[config.mk]
export PLATFORM = sky130hd
export DESIGN_NAME = alu_rr_arbiter
export DESIGN_NICKNAME = d
export VERILOG_FILES = /design/src/rtl/alu_rr_arbiter.sv
export SDC_FILE = /design/constraint.sdc
export NUM_CORES = 1
export LEC_CHECK = 0
export BUFFER_PORTS_ARGS = -buffer_cell sky130_fd_sc_hd__buf_4
export CORE_ASPECT_RATIO = 1.5
export CORE_MARGIN = 2
export CORE_UTILIZATION = 40
export DETAILED_ROUTE_END_ITERATION = 16
export GPL_TIMING_DRIVEN = 0
export PLACE_DENSITY = 0.78
export SYNTH_ARGS = -nofsm -noshare
export SYNTH_HDL_FRONTEND = slang
export SYNTH_SLANG_ARGS = --single-unit
[constraint.sdc]
create_clock -name clk -period 3.57 [get_ports clk]
set_input_delay 0.1785 -clock clk [delete_from_list [all_inputs] [get_ports clk]]
set_output_delay 0.1785 -clock clk [all_outputs]
set_load 0.01 [all_outputs]
[src/rtl/alu_rr_arbiter.sv]
// alu_rr_arbiter: round-robin arbiter sharing one combinational ALU between two requesters.
//   Optional feature macro: ALU_ARB_OVF_STICKY_EN adds ovf_sticky_o.
//   Ports:
//     clk, rst_n (async, active-low)           clock and reset
//     sync_clear_i                             drop in-flight op, back to IDLE, reset RR pointer
//     req_valid_i[1:0] / req_ready_o[1:0]      request handshake, ready one-hot in IDLE only
//     req_op0_i/req_a0_i/req_b0_i              requester 0 opcode and operands
//     req_op1_i/req_a1_i/req_b1_i              requester 1 opcode and operands
//     resp_valid_o / resp_ready_i              response handshake
//     resp_id_o, resp_result_o, resp_onz_o     response owner, result, flags {O,N,Z}
//     alu_op_o, alu_a_o, alu_b_o               registered operands to the ALU
//     alu_result_i, alu_onz_i                  combinational ALU result and flags
//     busy_o                                   high in EXEC or RESP
//     ovf_sticky_o[1:0] (macro only)           per-requester sticky overflow
module alu_rr_arbiter #(
  parameter int N = 8
) (
  input  logic         clk,
  input  logic         rst_n,
  input  logic         sync_clear_i,
  input  logic [1:0]   req_valid_i,
  output logic [1:0]   req_ready_o,
  input  logic [2:0]   req_op0_i,
  input  logic [2:0]   req_op1_i,
  input  logic [N-1:0] req_a0_i,
  input  logic [N-1:0] req_a1_i,
  input  logic [N-1:0] req_b0_i,
  input  logic [N-1:0] req_b1_i,
  output logic         resp_valid_o,
  input  logic         resp_ready_i,
  output logic         resp_id_o,
  output logic [N-1:0] resp_result_o,
  output logic [2:0]   resp_onz_o,
  output logic [2:0]   alu_op_o,
  output logic [N-1:0] alu_a_o,
  output logic [N-1:0] alu_b_o,
  input  logic [N-1:0] alu_result_i,
  input  logic [2:0]   alu_onz_i,
  output logic         busy_o
`ifdef ALU_ARB_OVF_STICKY_EN
  ,
  output logic [1:0]   ovf_sticky_o
`endif
);
  localparam logic [1:0] IDLE = 2'd0, EXEC = 2'd1, RESP = 2'd2;
  logic [1:0]   state_q, state_d;
  logic         rr_last_q, rr_last_d;
  logic [2:0]   op_q, op_d;
  logic [N-1:0] a_q, a_d, b_q, b_d;
  logic         id_q, id_d, rv_q, rv_d;
  logic [N-1:0] res_q, res_d;
  logic [2:0]   onz_q, onz_d;
  logic [1:0]   gnt;
  logic [2:0]   onz_m;
  // A single valid request is granted as-is; a tie goes to the one that was not served last.
  // Gated by rst_n so every output reads zero while reset is held.
  assign gnt = (rst_n && state_q == IDLE && !sync_clear_i) ?
               ((&req_valid_i) ? (rr_last_q ? 2'b01 : 2'b10) : req_valid_i) : 2'b00;
  // Overflow is only meaningful for ADD (000) and SUB (001).
  assign onz_m = {alu_onz_i[2] & ~|op_q[2:1], alu_onz_i[1:0]};
  always_comb begin
    state_d   = state_q;
    rr_last_d = rr_last_q;
    op_d      = op_q;
    a_d       = a_q;
    b_d       = b_q;
    id_d      = id_q;
    rv_d      = rv_q;
    res_d     = res_q;
    onz_d     = onz_q;
    if (sync_clear_i) begin
      state_d   = IDLE;
      rv_d      = 1'b0;
      rr_last_d = 1'b1;
    end else if (state_q == IDLE && |gnt) begin
      state_d = EXEC;
      id_d    = gnt[1];
      op_d    = gnt[1] ? req_op1_i : req_op0_i;
      a_d     = gnt[1] ? req_a1_i : req_a0_i;
      b_d     = gnt[1] ? req_b1_i : req_b0_i;
    end else if (state_q == EXEC) begin
      state_d = RESP;
      res_d   = alu_result_i;
      onz_d   = onz_m;
      rv_d    = 1'b1;
    end else if (state_q == RESP && resp_ready_i) begin
      state_d   = IDLE;
      rv_d      = 1'b0;
      rr_last_d = id_q;
    end
  end
  always_ff @(posedge clk or negedge rst_n) begin
    if (!rst_n) begin
      state_q   <= IDLE;
      rr_last_q <= 1'b1;
      op_q      <= '0;
      a_q       <= '0;
      b_q       <= '0;
      id_q      <= 1'b0;
      rv_q      <= 1'b0;
      res_q     <= '0;
      onz_q     <= '0;
    end else begin
      state_q   <= state_d;
      rr_last_q <= rr_last_d;
      op_q      <= op_d;
      a_q       <= a_d;
      b_q       <= b_d;
      id_q      <= id_d;
      rv_q      <= rv_d;
      res_q     <= res_d;
      onz_q     <= onz_d;
    end
  end
`ifdef ALU_ARB_OVF_STICKY_EN
  logic [1:0] sticky_q, sticky_d;
  assign sticky_d = sync_clear_i ? 2'b00 :
                    (state_q == EXEC && onz_m[2]) ? (sticky_q | (id_q ? 2'b10 : 2'b01)) : sticky_q;
  always_ff @(posedge clk or negedge rst_n) begin
    if (!rst_n) sticky_q <= 2'b00;
    else sticky_q <= sticky_d;
  end
  assign ovf_sticky_o = sticky_q;
`endif
  assign req_ready_o   = gnt;
  assign resp_valid_o  = rv_q;
  assign resp_id_o     = id_q;
  assign resp_result_o = res_q;
  assign resp_onz_o    = onz_q;
  assign alu_op_o      = op_q;
  assign alu_a_o       = a_q;
  assign alu_b_o       = b_q;
  assign busy_o        = state_q != IDLE;
endmodule

Yosys cells after proc, flatten, opt, wreduce, memory -nomap -nowiden
Cells that the tools add are included.
{"block": "op_classes", "n_eq_ne": 4, "n_reduce_logical": 18, "mux": 18, "n_bitwise": 3}
{"operator": "8-bit 2-to-1 mux", "n": 2}
{"operator": "2-bit 2-to-1 mux", "n": 7}
{"operator": "1-bit 2-to-1 mux", "n": 8}
{"operator": "2-bit AND reduction", "n": 3}
{"operator": "3-bit AND reduction", "n": 2}
{"operator": "1-bit logical AND", "n": 4}
{"operator": "2-bit inequality test, second input constant", "n": 2}
{"operator": "2-bit nonzero test", "n": 2}
{"operator": "4-bit nonzero test", "n": 1}
{"operator": "2-bit OR reduction", "n": 2}
{"operator": "3-bit 2-to-1 mux", "n": 1}
{"operator": "3-bit nonzero test", "n": 1}
{"operator": "2-bit by 1-bit equality test with 1-bit output, second input constant", "n": 1}
{"operator": "2-bit equality test, second input constant", "n": 1}
{"operator": "1-bit zero test", "n": 2}
{"operator": "2-bit zero test", "n": 1}
{"operator": "1-bit inverter", "n": 2}
{"operator": "1-bit bitwise AND", "n": 1}
{"block": "word_totals", "inputBits": 55, "ff_bits": 35, "out_inout_bits": 35}

Longest topological paths before layout
{"block": "logic_depth", "depth_word": 8, "depth_mapped": 4}

Least setup slack after synthesis
No wires, ideal clock.
{"block": "synth_timing", "path_type": "register -> output", "start": "register state_q[1]", "end": "output req_ready_o[1]", "arrival_time_ps": 1286, "required_ps": 3391, "slack_ps": 2105, "stages_incl_launch_ff": 5, "cell_sequence": "dfrtp_1 nor4b_4 buf_2 inv_1 nor2_1"}
{"block": "synth_via", "elab_chain_cells": 4}
{"element": "from (decl)", "line": "46", "rtl": "logic [1:0] state_q, state_d;"}
{"element": "from (signal assigned)", "line": "104", "rtl": "state_q <= state_d;"}
{"element": "2-bit zero test", "line": "57", "rtl": "assign gnt = (rst_n && state_q == IDLE && !sync_clear_i) ?"}
{"element": "1-bit logical AND (2 in series)", "line": "57"}
{"element": "2-bit 2-to-1 mux", "line": "57"}
{"element": "to (decl)", "line": "22", "rtl": "output logic [1:0] req_ready_o,"}
No other way between the ends.

Worst setup path in the final report
{"block": "layout_timing", "start": "input rst_n", "end": "output req_ready_o[1]"}
{"block": "layout_via", "elab_chain_cells": 3}
{"element": "from (decl)", "line": "19", "rtl": "input logic rst_n,"}
{"element": "1-bit logical AND (2 in series)", "line": "57"}
{"element": "2-bit 2-to-1 mux", "line": "57"}
No other way between the ends.

==> impl_metrics.json <==
{
  "nets": 273,
  "clk_latency_ns": 0.29,
  "hp-class": "in2reg",
  "tritoncts": "built",
  "die_y_um": 83.1,
  "placedCellCount": 255,
  "cts.reportedPaths.clkPinSlew_ns": 0.07,
  "antenna_found_initial": 0,
  "relSlewSlack": 0.667,
  "status": "complete, no violations",
  "reg2reg_depth": 3,
  "p_leak_uw": 0.00113,
  "cts_buffer_depth": 2,
  "cts_setup_buffers": 0,
  "finalMaxSlewViolations": 0,
  "skew_ns": 0.00441,
  "r2r_start": "state_q[0]",
  "area_growth_syn_to_layout_pct": 48.9,
  "cts_made_buffers": 5,
  "whs_ns": 0.0970,
  "synth_compound_gate_area_share": 0.299,
  "arrival_ns": 2.16,
  "synth.cell_area_sq_mm": 0.00167,
  "cp.required_ns": 3.39,
  "post-dp-hpwl_um": 3180,
  "rr_endpoint": "resp_result_o[7]",
  "yosysWarningCount": 0,
  "wl_per_cell_um": 15.7,
  "cpMostUsedCell": "buf_4",
  "synth.area.mux_share": 0.0736,
  "core_area_sq_mm": 0.00396,
  "synth_xor_area_frac": 0,
  "rrSetupSlack_ns": 2.04,
  "worst-slew-pin-transition_ns": 0.499,
  "htreeDepth": 2,
  "cp-start-kind": "primary input",
  "grt_overflow": 0,
  "period_needed_ns": 2.34,
  "synth-seq-cells": 35,
  "hold_depth": 2,
  "power_density_mw_per_mm2": 499,
  "start_util": 0.421,
  "maxCapViolCount": 0,
  "slowest_stage": "dlygate4sd3_1",
  "root_buffer": "clkbuf_8",
  "syn_area_per_cell_sq_um": 13.8,
  "syn_nets": 176,
  "utilization": 0.627,
  "swShare": 0.286,
  "grt_pass1_vias": 1459,
  "slowest_delay_ns": 0.53,
  "wl_um": 4140,
  "hold_viol": 0,
  "power_frac_seq": 0.441,
  "diodes": 0,
  "cts-resized-gates": 0,
  "worstSetupEndpointType": "output port",
  "peakVddDrop_uv": 345,
  "crit_buf_inv": 5,
  "final_layout_size_suffix_gt1_frac": 0.616,
  "synth_simple_gate_area_frac": 0.0586,
  "tns_ns": 0,
  "worstHoldStart": "sync_clear_i",
  "drc_errors": 0,
  "numPortBuffers": 89,
  "fmax_mhz": 427,
  "rsz0062_at_grt": "false",
  "drt_iter0_markers": 9,
  "crit_type": "in2out",
  "power.internal_uw": 885,
  "min_period_over_period": 0.656,
  "p_sw_uw": 355,
  "critical_path.top_delay_family": "buffers and inverters",
  "drtPass1Iterations": 4,
  "antenna_left": 0,
  "fp.dieW_um": 56.7,
  "place.gp.congestion": 0.757,
  "netlist_instances": 121,
  "finalNonFillerCells": 264,
  "cp_max_fo": 36,
  "die_area_sq_mm": 0.00471,
  "synthAdderAreaFrac": 0,
  "synth_cell_types": 24,
  "hold_end": "state_q[1]",
  "p_comb_frac": 0.337,
  "num_rows": 28,
  "hold_buffers": 1,
  "grt_max_degree": 37,
  "vias_per_cell": 5.31,
  "grt_usage": 0.185,
  "path_cells": "dlygate4sd3_1 -> buf_4 -> nor4b_4 -> buf_2 -> inv_1 -> nor2_1 -> buf_4",
  "setup_violations": 0,
  "cts.sinks": 35,
  "synth_top_family_by_area": "compound AO/OA/AOI/OAI gates",
  "io_pins": 90,
  "p_total_uw": 1240,
  "grt_pass1_wl_um": 6810,
  "pwr-share-clk": 0.222,
  "vias": 1402,
  "yosysSeqAreaShare": 0.526
}
## flip-flops by register name (all words and copies together) (netlist names)
name / cells
alu_b_o: 8
resp_id_o: 1
resp_onz_o: 3
alu_a_o: 8
alu_op_o: 3
resp_valid_o: 1
rr_last_q: 1
state_q: 2
resp_result_o: 8
## worst max-delay path by stage
stage | startpoint | to | slack (ns) | depth (start not counted)
global route | rst_n | req_ready_o[1] | 1.02 | 7
global placement | rst_n | req_ready_o[1] | 1.75 | 6
floorplan | state_q[1] | req_ready_o[1] | 2.11 | 4
finish | rst_n | req_ready_o[1] | 1.23 | 7
detailed placement | rst_n | req_ready_o[1] | 1.73 | 6
CTS | rst_n | req_ready_o[1] | 1.19 | 7
## cell type report
class / instances / area [sq um]
tap: 45 / 56.3
clock buffer: 7 / 76.3
clock inverter: 1 / 5.00
fill: 338 / 1480
sequential: 35 / 877
multi-input combinational: 70 / 718
timing repair buffer: 90 / 678
inverter: 5 / 18.8
buffer: 11 / 52.6
## layer usage
metal | up-vias | routed length, um | global-route usage
met2 | 79 | 2140 | 0.317
met4 | 0 | 54 | 0.0584
met1 | 650 | 1560 | 0.206
met5 | - | 0 | 0
li1 | 666 | - | -
met3 | 7 | 384 | 0.0748
## synth_stat cells
master     instances  area [sq um]
a21bo_2            1          10.0
a21oi_1            2          10.0
a2bb2oi_2         19           285
a31o_2             1          8.76
buf_2              3          15.0
buf_4              2          15.0
clkbuf_1           6          22.5
dfrtp_1           34           851
dfstp_2            1          26.3
inv_1              5          18.8
mux2_2            10           113
mux2i_1            1          10.0
nand2_1            1          3.75
nand3_1            1          5.00
nand3b_1           1          7.51
nor2_1             5          18.8
nor2b_1            2          12.5
nor3b_1            1          7.51
nor3b_2            1          12.5
nor4b_4            1          23.8
o21a_1             1          7.51
o21ai_0            2          10.0
o32ai_1           19           166
or2_2              1          6.26
## power groups by stage
stage	clock network, uW	registers, uW	logic, uW
4_1_cts	284	549	424
6_report	276	546	417
3_3_place_gp	0	551	417
3_5_place_dp	0	556	423
2_1_floorplan	0	592	159
5_1_grt	304	558	447
## cells in the final DEF, fill, tap and decap left out, types with 3 or more instances in the layout
| master | n |
|---|---|
| a2bb2oi_2 | 19 |
| buf_2 | 3 |
| buf_4 | 91 |
| clkbuf_1 | 8 |
| clkbuf_8 | 5 |
| dfrtp_1 | 34 |
| inv_1 | 5 |
| mux2_2 | 10 |
| nor2_1 | 5 |
| o32ai_1 | 19 |
## metrics by stage
stage	instance area [sq um]	setup slack, ns
global route	2480	1.02
global placement	2390	1.75
CTS	2480	1.19
floorplan	1670	2.11
finish	2480	1.23
detailed placement	2390	1.73
## kinds of logic after synthesis
family	count (synthesis)
DFF	35
muxes	11
buffers and inverters	16
AOI/OAI and AO/OA	45
and+or+nand+nor	14
No activity file was read; power rests on OpenSTA's default activity.
